### src/rtl/race_counter_if.sv
// Race-counter signal bundle: race request and oscillator inputs toward the
// counter, finish/busy/timeout flags back toward the arbiter.
interface race_counter_if;
  logic start;
  logic ro1;
  logic ro2;
  logic finished1;
  logic finished2;
  logic busy;
  logic timeout;

  // master drives a race (bench / upstream control), slave is the counter
  modport master (
    output start,
    output ro1,
    output ro2,
    input  finished1,
    input  finished2,
    input  busy,
    input  timeout
  );

  modport slave (
    input  start,
    input  ro1,
    input  ro2,
    output finished1,
    output finished2,
    output busy,
    output timeout
  );
endinterface

### src/rtl/race_counter.sv
// Counts rising edges of two free-running ring oscillators and flags each one
// reaching TARGET. Optional watchdog enabled by macro RACE_TIMEOUT_EN.
module race_counter #(
  parameter int CNT_W   = 16,
  parameter int TARGET  = 1000,
  parameter int TMO_W   = 24,
  parameter int TIMEOUT = 1000000
) (
  input  logic          clk,
  input  logic          rst,
  race_counter_if.slave bus
);

  typedef enum logic [1:0] {
    IDLE = 2'd0,
    RUN  = 2'd1,
    HOLD = 2'd2
  } state_e;

  localparam logic [CNT_W-1:0] TARGET_C = CNT_W'(TARGET);

  state_e     state_q;
  state_e     state_d;
  logic [1:0] ro_raw;
  logic [1:0] fin_q_vec;
  logic [1:0] fin_d_vec;
  logic       in_run;
  logic       start_race;
  logic       both_done;
  logic       expire;

  assign ro_raw     = {bus.ro2, bus.ro1};
  assign in_run     = (state_q == RUN);
  assign start_race = !in_run && bus.start;
  assign both_done  = &fin_d_vec;

  // Reject parameter sets that could make a counter wrap or never finish
  if (TARGET < 1 || (TARGET >> CNT_W) != 0) begin : g_bad_target
    $error("race_counter: TARGET out of range for CNT_W");
  end
  if (TIMEOUT < 1 || (TIMEOUT >> TMO_W) != 0) begin : g_bad_timeout
    $error("race_counter: TIMEOUT out of range for TMO_W");
  end

  genvar gi;
  generate
    for (gi = 0; gi < 2; gi++) begin : g_ch
      logic             meta_q;
      logic             sync_q;
      logic             prev_q;
      logic             edge_s;
      logic [CNT_W-1:0] cnt_q;
      logic [CNT_W-1:0] cnt_d;
      logic             fin_q;
      logic             fin_d;

      // Synchronizer and edge register run in every state so a new race
      // starts with settled history.
      always_ff @(posedge clk or negedge rst) begin
        if (!rst) begin
          meta_q <= 1'b0;
          sync_q <= 1'b0;
          prev_q <= 1'b0;
        end else begin
          meta_q <= ro_raw[gi];
          sync_q <= meta_q;
          prev_q <= sync_q;
        end
      end

      assign edge_s = sync_q & ~prev_q;

      always_comb begin
        cnt_d = cnt_q;
        fin_d = fin_q;
        if (start_race) begin
          cnt_d = '0;
          fin_d = 1'b0;
        end else if (in_run && edge_s && (cnt_q < TARGET_C)) begin
          cnt_d = cnt_q + CNT_W'(1);
          if (cnt_d == TARGET_C) begin
            fin_d = 1'b1;
          end
        end
      end

      always_ff @(posedge clk or negedge rst) begin
        if (!rst) begin
          cnt_q <= '0;
          fin_q <= 1'b0;
        end else begin
          cnt_q <= cnt_d;
          fin_q <= fin_d;
        end
      end

      assign fin_q_vec[gi] = fin_q;
      assign fin_d_vec[gi] = fin_d;
    end
  endgenerate

`ifdef RACE_TIMEOUT_EN
  localparam logic [TMO_W-1:0] TMO_LAST = TMO_W'(TIMEOUT - 1);

  logic [TMO_W-1:0] tmo_q;
  logic [TMO_W-1:0] tmo_d;
  logic             timeout_q;
  logic             timeout_d;

  // A finish that completes the pair on the expiry cycle wins over the watchdog
  assign expire = in_run && (tmo_q == TMO_LAST) && !both_done;

  always_comb begin
    tmo_d     = tmo_q;
    timeout_d = timeout_q;
    if (start_race) begin
      tmo_d     = '0;
      timeout_d = 1'b0;
    end else if (in_run) begin
      tmo_d = tmo_q + TMO_W'(1);
      if (expire) begin
        timeout_d = 1'b1;
      end
    end
  end

  always_ff @(posedge clk or negedge rst) begin
    if (!rst) begin
      tmo_q     <= '0;
      timeout_q <= 1'b0;
    end else begin
      tmo_q     <= tmo_d;
      timeout_q <= timeout_d;
    end
  end

  assign bus.timeout = timeout_q;
`else
  assign expire      = 1'b0;
  assign bus.timeout = 1'b0;
`endif

  always_comb begin
    state_d = state_q;
    case (state_q)
      IDLE, HOLD: begin
        if (bus.start) begin
          state_d = RUN;
        end
      end
      RUN: begin
        if (both_done || expire) begin
          state_d = HOLD;
        end
      end
      default: state_d = IDLE;
    endcase
  end

  always_ff @(posedge clk or negedge rst) begin
    if (!rst) begin
      state_q <= IDLE;
    end else begin
      state_q <= state_d;
    end
  end

  assign bus.finished1 = fin_q_vec[0];
  assign bus.finished2 = fin_q_vec[1];
  assign bus.busy      = in_run;

endmodule

### src/flat_wrapper.sv
// flat-port wrapper written by rule: the top's interface ports become plain ports
module race_counter_flat 
#(
  parameter int CNT_W   = 16,
  parameter int TARGET  = 1000,
  parameter int TMO_W   = 24,
  parameter int TIMEOUT = 1000000
)
  (clk, rst, bus_start, bus_ro1, bus_ro2, bus_finished1, bus_finished2, bus_busy, bus_timeout);
  race_counter_if bus_i ();
  input  logic clk;
  input  logic rst;
  input wire logic [$bits(bus_i.start)-1:0] bus_start;
  input wire logic [$bits(bus_i.ro1)-1:0] bus_ro1;
  input wire logic [$bits(bus_i.ro2)-1:0] bus_ro2;
  output wire logic [$bits(bus_i.finished1)-1:0] bus_finished1;
  output wire logic [$bits(bus_i.finished2)-1:0] bus_finished2;
  output wire logic [$bits(bus_i.busy)-1:0] bus_busy;
  output wire logic [$bits(bus_i.timeout)-1:0] bus_timeout;
  assign bus_i.start = bus_start;
  assign bus_i.ro1 = bus_ro1;
  assign bus_i.ro2 = bus_ro2;
  assign bus_finished1 = bus_i.finished1;
  assign bus_finished2 = bus_i.finished2;
  assign bus_busy = bus_i.busy;
  assign bus_timeout = bus_i.timeout;
  race_counter #(.CNT_W(CNT_W), .TARGET(TARGET), .TMO_W(TMO_W), .TIMEOUT(TIMEOUT)) u_core (.clk(clk), .rst(rst), .bus(bus_i));
endmodule
### config.mk
export PLATFORM = sky130hd
export DESIGN_NAME = race_counter_flat
export DESIGN_NICKNAME = d
export VERILOG_FILES = /design/src/rtl/race_counter_if.sv /design/src/rtl/race_counter.sv /design/src/flat_wrapper.sv
export SDC_FILE = /design/constraint.sdc
export NUM_CORES = 1
export LEC_CHECK = 0
export BUFFER_PORTS_ARGS = -buffer_cell sky130_fd_sc_hd__buf_2
export CAP_MARGIN = 20
export CORE_MARGIN = 3
export CORE_UTILIZATION = 57
export CTS_BUF_LIST = sky130_fd_sc_hd__clkbuf_4
export CTS_CLUSTER_DIAMETER = 30
export DETAILED_ROUTE_END_ITERATION = 8
export PLACE_DENSITY = 0.78
export SLEW_MARGIN = 0
export SYNTH_ARGS = -nofsm -noshare
export SYNTH_HDL_FRONTEND = slang
export SYNTH_SLANG_ARGS = --single-unit
### constraint.sdc
create_clock -name clk -period 2.1 [get_ports clk]
set_input_delay 0.105 -clock clk [delete_from_list [all_inputs] [get_ports clk]]
set_output_delay 0.105 -clock clk [all_outputs]
set_load 0.005 [all_outputs]
==> summary.md, run 1 <==
| Metric | Value |
|---|---|
| Initial cell density of the core | 0.613 |
| Crit path capture type | register |
| R2R Path Start | u_core.g_ch[0].cnt_q[3]$_DFFE_PN0P_ |
| Worst-Skew Late Latency | 340 ps |
| Commonest cells post-synth | dfrtp_1, nand2_1, o21ai_0, nor2_1 |
| CTS root buf | clkbuf_4 |
| R2R depth | 5 |
| Minimum hold slack | roughly 48 ps |
| Die area | around 4500 sq um |
| WL final | roughly 4.5 mm |
| Slew @ Worst Pin | 904 ps |
| Clk pwr share | 0.221 |
| Routed length per instance | ~16 microns |
| Global placement routability congestion | slightly below 0.9 |
| Inserted Clock Buffers | 5 |
| First-pass GRT wire length | 7.77 mm |
| Largest net degree at the start of global routing | 43 |
| Share of async-settable or async-resettable flops after synthesis | 1.00 |
| Critical Path Start Type | register |
| Endpoints failing hold | 0 |
| Boundary Pins | 9 |
| Flop2flop setup slack | about 110 ps |
| Htree depth | 2 |
| Post-Synthesis Net Count | ~230 |
| FILL cells | approximately 300 |
| Seq cells post-synth | 42 |
| P_leak | around 1.0 nW |
| Area of the core region | roughly 3400 sq um |
| Post-Synth XOR/XNOR Area | 0.00415 |
| Vias in the first global route | around 1700 |
| Slew headroom | 0.398 |
| Routed Antenna Nets | 0 |
| Clk slew on worst S/H paths | 120 ps |
| Layout Cells excl Fill | between 200 and 300 |
| Post-Synth Adder-Cell Area | 0.0237 |
| Worst IR Drop VDD | 0.470 mV |
| Largest cells by area after synthesis | dfrtp_1, o21ai_0, nand2_1 |
| Logic gate share of total power | 0.202 |
| Post-layout min period | 1990 ps |
| Initial DRC Count | 171 |
| Worst r2r dst | u_core.state_q[0]$_DFFE_PN0P_ |
| Maxcap violations | 0 |
| Arr. time, crit path | around 2200 ps |
| Sequential power share | 0.578 |
| Initial antenna violation count | 0 |
| # rows | 21 |
| Total GRT Usage | 0.234 |
| Simple-gate portion of the synthesized area | 0.246 |
| Die W | ~67 microns |
| PortBufs | 7 |
| Yosys top cell area share | 0.499 |
| Pint | about 1.1 mW |
| CTS Buffer Depth | 2 |
| Area of the mapped netlist | 2110 sq um |
| Critical Path RT | roughly 2300 ps |
| Primary FF master, synth | dfrtp_1 |
| Yosys top cell by area | dfrtp_1 |
| Status | finished clean |
| Share of post-route cells with drive strength above 1 | 0.152 |
| Max Slew Vio Count | 0 |
| Hold WC Path Type | primary input to register |
| Sum of negative setup slack | 0 ps |
| Detail Placement HPWL | 3.25 mm |
| Switch share | 0.319 |
| Setup Viol. Count Final | 0 |
| Synth cell types | 49 |
| # clock sinks | 42 |
| Kind of critical path | register to register |
| DRC Markers | 0 |
| RSZ-0062 raised after global routing | no |
| Period utilization | 0.947 |
| Worst Hold Launch | bus_start |
| Mean Syn Cell Area | between 9 and 10 sq um |
| Clock Skew | just under 9 ps |
| Most frequent cell after synthesis | dfrtp_1 |
| CTS tree | done |
| Sequential-to-total area share from yosys stat | 0.499 |
| NetSw | approximately 0.53 mW |
| Achievable Freq | ~500 MHz |
| Post-synthesis mux area share | 0 |
| Post-synth EDFFs | 0 |
| Vias post-DR | approximately 1700 |
| # diodes | 0 |
| Power Total | roughly 1.7 mW |
| Hold Path Depth | 2 |
| Drt first pass iters | 7 |
| Vias/cell | between 6 and 7 |
| Die H | 66.8 microns |
| Number of instances in the placed design | between 200 and 300 |
| Crit path max fanout | 10 |
| Post-Syn Instances | around 220 |
| Synth Area in Compound Gates | 0.187 |
| Ys Warns | 0 |
| Fin nets | roughly 240 |
| WHS Endpoint | u_core.state_q[0]$_DFFE_PN0P_ |
| Main combinational cell family by area after synthesis | simple AND/OR/NAND/NOR gates |
| Remaining Overflow, GRT | 0 |
| Synth-to-layout area growth | 7.83% |
| Power per cell area | roughly 730 nW/um^2 |
-- layout make-up --
class | instances | area, sq um | share of cell area
inverter | 6 | 22.5 | 0.00991
clock buffer | 5 | 37.5 | 0.0165
multi-input combinational | 159 | 982 | 0.432
tap | 46 | 57.6 | 0.0253
clock inverter | 2 | 10.0 | 0.00440
timing repair buffer | 16 | 110 | 0.0484
sequential | 42 | 1050 | 0.463
-- routing by layer --
| layer | vias up | wire length, microns | track usage |
|---|---|---|---|
| met5 | - | 0 | 0 |
| met4 | 0 | 168 | 0.122 |
| met3 | 22 | 260 | 0.0455 |
| met2 | 76 | 2160 | 0.386 |
| met1 | 814 | 1940 | 0.290 |
| li1 | 825 | - | - |
-- metrics by stage --
| step | area (sq um) | setup WS [ps] | util |
|---|---|---|---|
| floorplan | 2110 | 63.9 | - |
| global placement | 2190 | 160 | 0.635 |
| detailed placement | 2190 | 96.0 | 0.635 |
| CTS | 2260 | 92.2 | 0.658 |
| global route | 2270 | 2.89 | 0.660 |
| finish | 2270 | 112 | 0.660 |
-- power by group through the flow --
stage                     registers (mW)  clock network [mW]  logic (mW)
final                              0.962               0.368       0.336
after detailed placement           0.973                   0       0.327
after global routing               0.973               0.421       0.385
after floorplan                    0.955                   0       0.219
after CTS                          0.956               0.381       0.333
after global placement             0.968                   0       0.316
-- timing repair --
item                                    in CTS  in global routing
hold buffers                                 3                  0
setup buffers                                0                  0
endpoints found under the setup margin       0                  1
resized for setup                            0                  3
endpoints found under the hold margin       44                  0
-- worst max path at each step --
stage,start,end,slack [ps],depth (start not counted)
6_report,u_core.g_ch[0].cnt_q[3]$_DFFE_PN0P_,u_core.state_q[0]$_DFFE_PN0P_,110,5
5_1_grt,u_core.g_ch[0].cnt_q[5]$_DFFE_PN0P_,u_core.g_ch[0].cnt_q[2]$_DFFE_PN0P_,3,5
4_1_cts,u_core.g_ch[0].cnt_q[3]$_DFFE_PN0P_,u_core.state_q[0]$_DFFE_PN0P_,90,5
3_5_place_dp,u_core.g_ch[0].cnt_q[3]$_DFFE_PN0P_,u_core.state_q[0]$_DFFE_PN0P_,100,5
3_3_place_gp,u_core.g_ch[0].cnt_q[3]$_DFFE_PN0P_,u_core.state_q[0]$_DFFE_PN0P_,160,5
2_1_floorplan,u_core.g_ch[0].cnt_q[0]$_DFFE_PN0P_,u_core.state_q[0]$_DFFE_PN0P_,60,7
-- cell usage in the layout, fill, tap and decap left out, types with 4 or more instances in the layout --
cell | synthesis | final
a21o_1 | 5 | 5
a31oi_1 | 4 | 4
and2_1 | 8 | 8
and3_1 | 7 | 7
buf_2 | 3 | 7
buf_4 | 4 | 6
clkbuf_4 | 0 | 5
dfrtp_1 | 42 | 40
ha_1 | 4 | 4
inv_1 | 4 | 4
nand2_1 | 23 | 23
nand3_1 | 6 | 6
nand4_1 | 8 | 8
nor2_1 | 19 | 19
nor3_1 | 6 | 6
o21ai_0 | 21 | 21
o21ai_1 | 5 | 5
-- critical path, cell delays in order, from the launching register on --
cell,delay [ps]
dfrtp_1,520
nand4_2,190
or3_4,370
a221oi_2,280
a41oi_2,180
a221o_1,350
-- state kept, by name, indices dropped and copies added, names as in the netlist --
| signal | flops |
|---|---|
| u_core.g_ch.cnt_q | 32 |
| u_core.g_ch.meta_q | 2 |
| u_core.g_ch.prev_q | 2 |
| u_core.g_ch.sync_q | 2 |
| u_core.state_q | 2 |
| u_core.bus.finished1 | 1 |
| u_core.bus.finished2 | 1 |
-- kinds of logic (layout without fill, tap and decap cells) --
group	Yosys count	count (layout)
flip-flops	42	42
adder cells (fa/ha/maj)	4	4
AND/OR/NAND/NOR	95	95
XOR/XNOR	1	1
buffers and inverters	17	29
other	1	1
AO/OA/AOI/OAI	58	58
(Power assumes the default switching activity.)
==> inputs of run 2 (changes only) <==
PLACE_DENSITY = 0.84   (was 0.78)
==> run 2 against run 1 <==
Cell count increased by 1.8%. Highest routed layer unchanged. Sequential share of layout area shrank 1.5 points. Flip-flop and latch count did not move.
==> summary.md, run 2 (synthesized netlist as in run 1, its figures left out) <==
| Metric | Value |
|---|---|
| WHS Endpoint | u_core.state_q[0]$_DFFE_PN0P_ |
| Area of the core region | roughly 3400 sq um |
| Achievable Freq | between 500 and 600 MHz |
| Detail Placement HPWL | about 3 mm |
| R2R Path Start | u_core.g_ch[0].cnt_q[0]$_DFFE_PN0P_ |
| Status | finished clean |
| Clock Skew | roughly 12 ps |
| CTS Buffer Depth | 2 |
| Total GRT Usage | 0.221 |
| Slew @ Worst Pin | ~890 ps |
| Flop2flop setup slack | between 100 and 150 ps |
| Inserted Clock Buffers | 5 |
| Die W | 66.8 microns |
| FILL cells | ~280 |
| First-pass GRT wire length | 7.40 mm |
| Share of post-route cells with drive strength above 1 | 0.170 |
| Post-Place Cell Area | between 2000 and 2500 sq um |
| FF+latch area | between 1000 and 1500 sq um |
| Initial cell density of the core | 0.613 |
| WL final | 4.21 mm |
| P_leak | about 1.0 nW |
| Period utilization | 0.934 |
| Commonest non-fill, non-tap cells in the layout | dfrtp_1, nand2_1, o21ai_0, nor2_1, buf_4 |
| Critical Path RT | about 2400 ps |
| Clk slew on worst S/H paths | 130 ps |
| Boundary Pins | 9 |
| Critical Path Start Type | register |
| Register bank with the most flops | u_core.g_ch.cnt_q |
| Multi-input logic area | just under 1000 sq um |
| Largest net degree at the start of global routing | 43 |
| Post-Layout Inst Area | 2340 sq um |
| Slew headroom | 0.405 |
| Routed length per instance | about 15 microns |
| Routed Antenna Nets | 0 |
| Fin nets | roughly 240 |
| Kind of critical path | register to register |
| Worst r2r dst | u_core.state_q[0]$_DFFE_PN0P_ |
| PortBufs | 7 |
| Commonest non-fill, non-tap cell in the layout | dfrtp_1 |
| Drt first pass iters | 4 |
| Worst IR Drop VDD | a little under 0.6 mV |
| # diodes | 0 |
| Vias in the first global route | 1590 |
| Hold Path Depth | 2 |
| DRC Markers | 0 |
| Arr. time, crit path | between 2000 and 2500 ps |
| Initial DRC Count | 119 |
| Remaining Overflow, GRT | 0 |
| Worst-Skew Late Latency | between 300 and 400 ps |
| Global placement routability congestion | a little under 0.9 |
| Crit path max fanout | 5 |
| Vias post-DR | roughly 1700 |
| Initial antenna violation count | 0 |
| # clock sinks | 42 |
| Maxcap violations | 0 |
| Crit path capture type | register |
| Htree depth | 2 |
| Die area | between 4000 and 5000 sq um |
| Worst Hold Launch | bus_start |
| Synth-to-layout area growth | 11.2% |
| Setup Viol. Count Final | 0 |
| Die H | 66.8 microns |
| Number of flip-flops in the largest register | 32 |
| Power Total | between 1.5 and 2 mW |
| Power per cell area | between 700 and 800 nW/um^2 |
| Hold WC Path Type | primary input to register |
| Vias/cell | approximately 6.1 |
| CTS root buf | clkbuf_4 |
| CTS tree | done |
| R2R depth | 6 |
| Post-layout min period | 1960 ps |
| Endpoints failing hold | 0 |
| Max Slew Vio Count | 0 |
| # rows | 21 |
run 2: layout make-up:
class | instances | share of cell area
clock buffers | 6 | 0.0192
clock inverters | 2 | 0.0160
inverters | 6 | 0.00961
multi-input cells | 159 | 0.423
flip-flops and latches | 42 | 0.448
well taps | 46 | 0.0245
repair buffers | 20 | 0.0598
run 2: worst max-delay path, cell delays in order, from the launching register on:
cell	delay, ps
dfrtp_1	370
ha_1	190
nand4_2	130
or3_1	350
a211oi_2	270
a41oi_1	210
a221o_1	360
run 2: worst max path at each step:
stage	cells past startpoint	start	slack, ps	to
2_1_floorplan	7	u_core.g_ch[0].cnt_q[0]$_DFFE_PN0P_	60	u_core.state_q[0]$_DFFE_PN0P_
6_report	6	u_core.g_ch[0].cnt_q[0]$_DFFE_PN0P_	140	u_core.state_q[0]$_DFFE_PN0P_
3_5_place_dp	5	u_core.g_ch[0].cnt_q[10]$_DFFE_PN0P_	70	u_core.state_q[0]$_DFFE_PN0P_
5_1_grt	5	u_core.g_ch[0].cnt_q[10]$_DFFE_PN0P_	-7	u_core.state_q[0]$_DFFE_PN0P_
4_1_cts	5	u_core.g_ch[0].cnt_q[10]$_DFFE_PN0P_	70	u_core.state_q[0]$_DFFE_PN0P_
3_3_place_gp	5	u_core.g_ch[0].cnt_q[10]$_DFFE_PN0P_	170	u_core.state_q[0]$_DFFE_PN0P_
run 2: per-stage QoR:
| step | TNS (ps) | util | instances | setup slack, ps | hold WS, ps |
|---|---|---|---|---|---|
| CTS | 0 | 0.672 | 279 | 67.4 | 30.0 |
| global route | -7.21 | 0.681 | 281 | -7.21 | 24.6 |
| detailed placement | 0 | 0.639 | 268 | 68.6 | 214 |
| floorplan | 0 | - | 218 | 63.9 | -191 |
| finish | 0 | 0.681 | 281 | 139 | 31.6 |
| global placement | 0 | 0.639 | 268 | 166 | 213 |
run 2: per-layer routing:
metal / GRT usage / part of all wire
met2: 0.319 / 0.47
met5: 0 / 0
met1: 0.329 / 0.48
met4: 0.0736 / 0.013
met3: 0.0472 / 0.039
run 2: power breakdown:
part | internal, mW | switching [mW] | leakage (nW)
Clock | 0.264 | 0.265 | 0.0419
Sequential | 0.877 | 0.0733 | 0.559
Combinational | 0.150 | 0.208 | 0.439
Total | 1.29 | 0.546 | 1.04
run 2: timing repair:
item / 4_1_cts / 5_1_grt
hold buffers: 3 / 0
gates resized for setup: 0 / 4
buffers inserted: 0 / 2
endpoints found under the setup margin: 0 / 9
hold endpoints to repair: 44 / 0
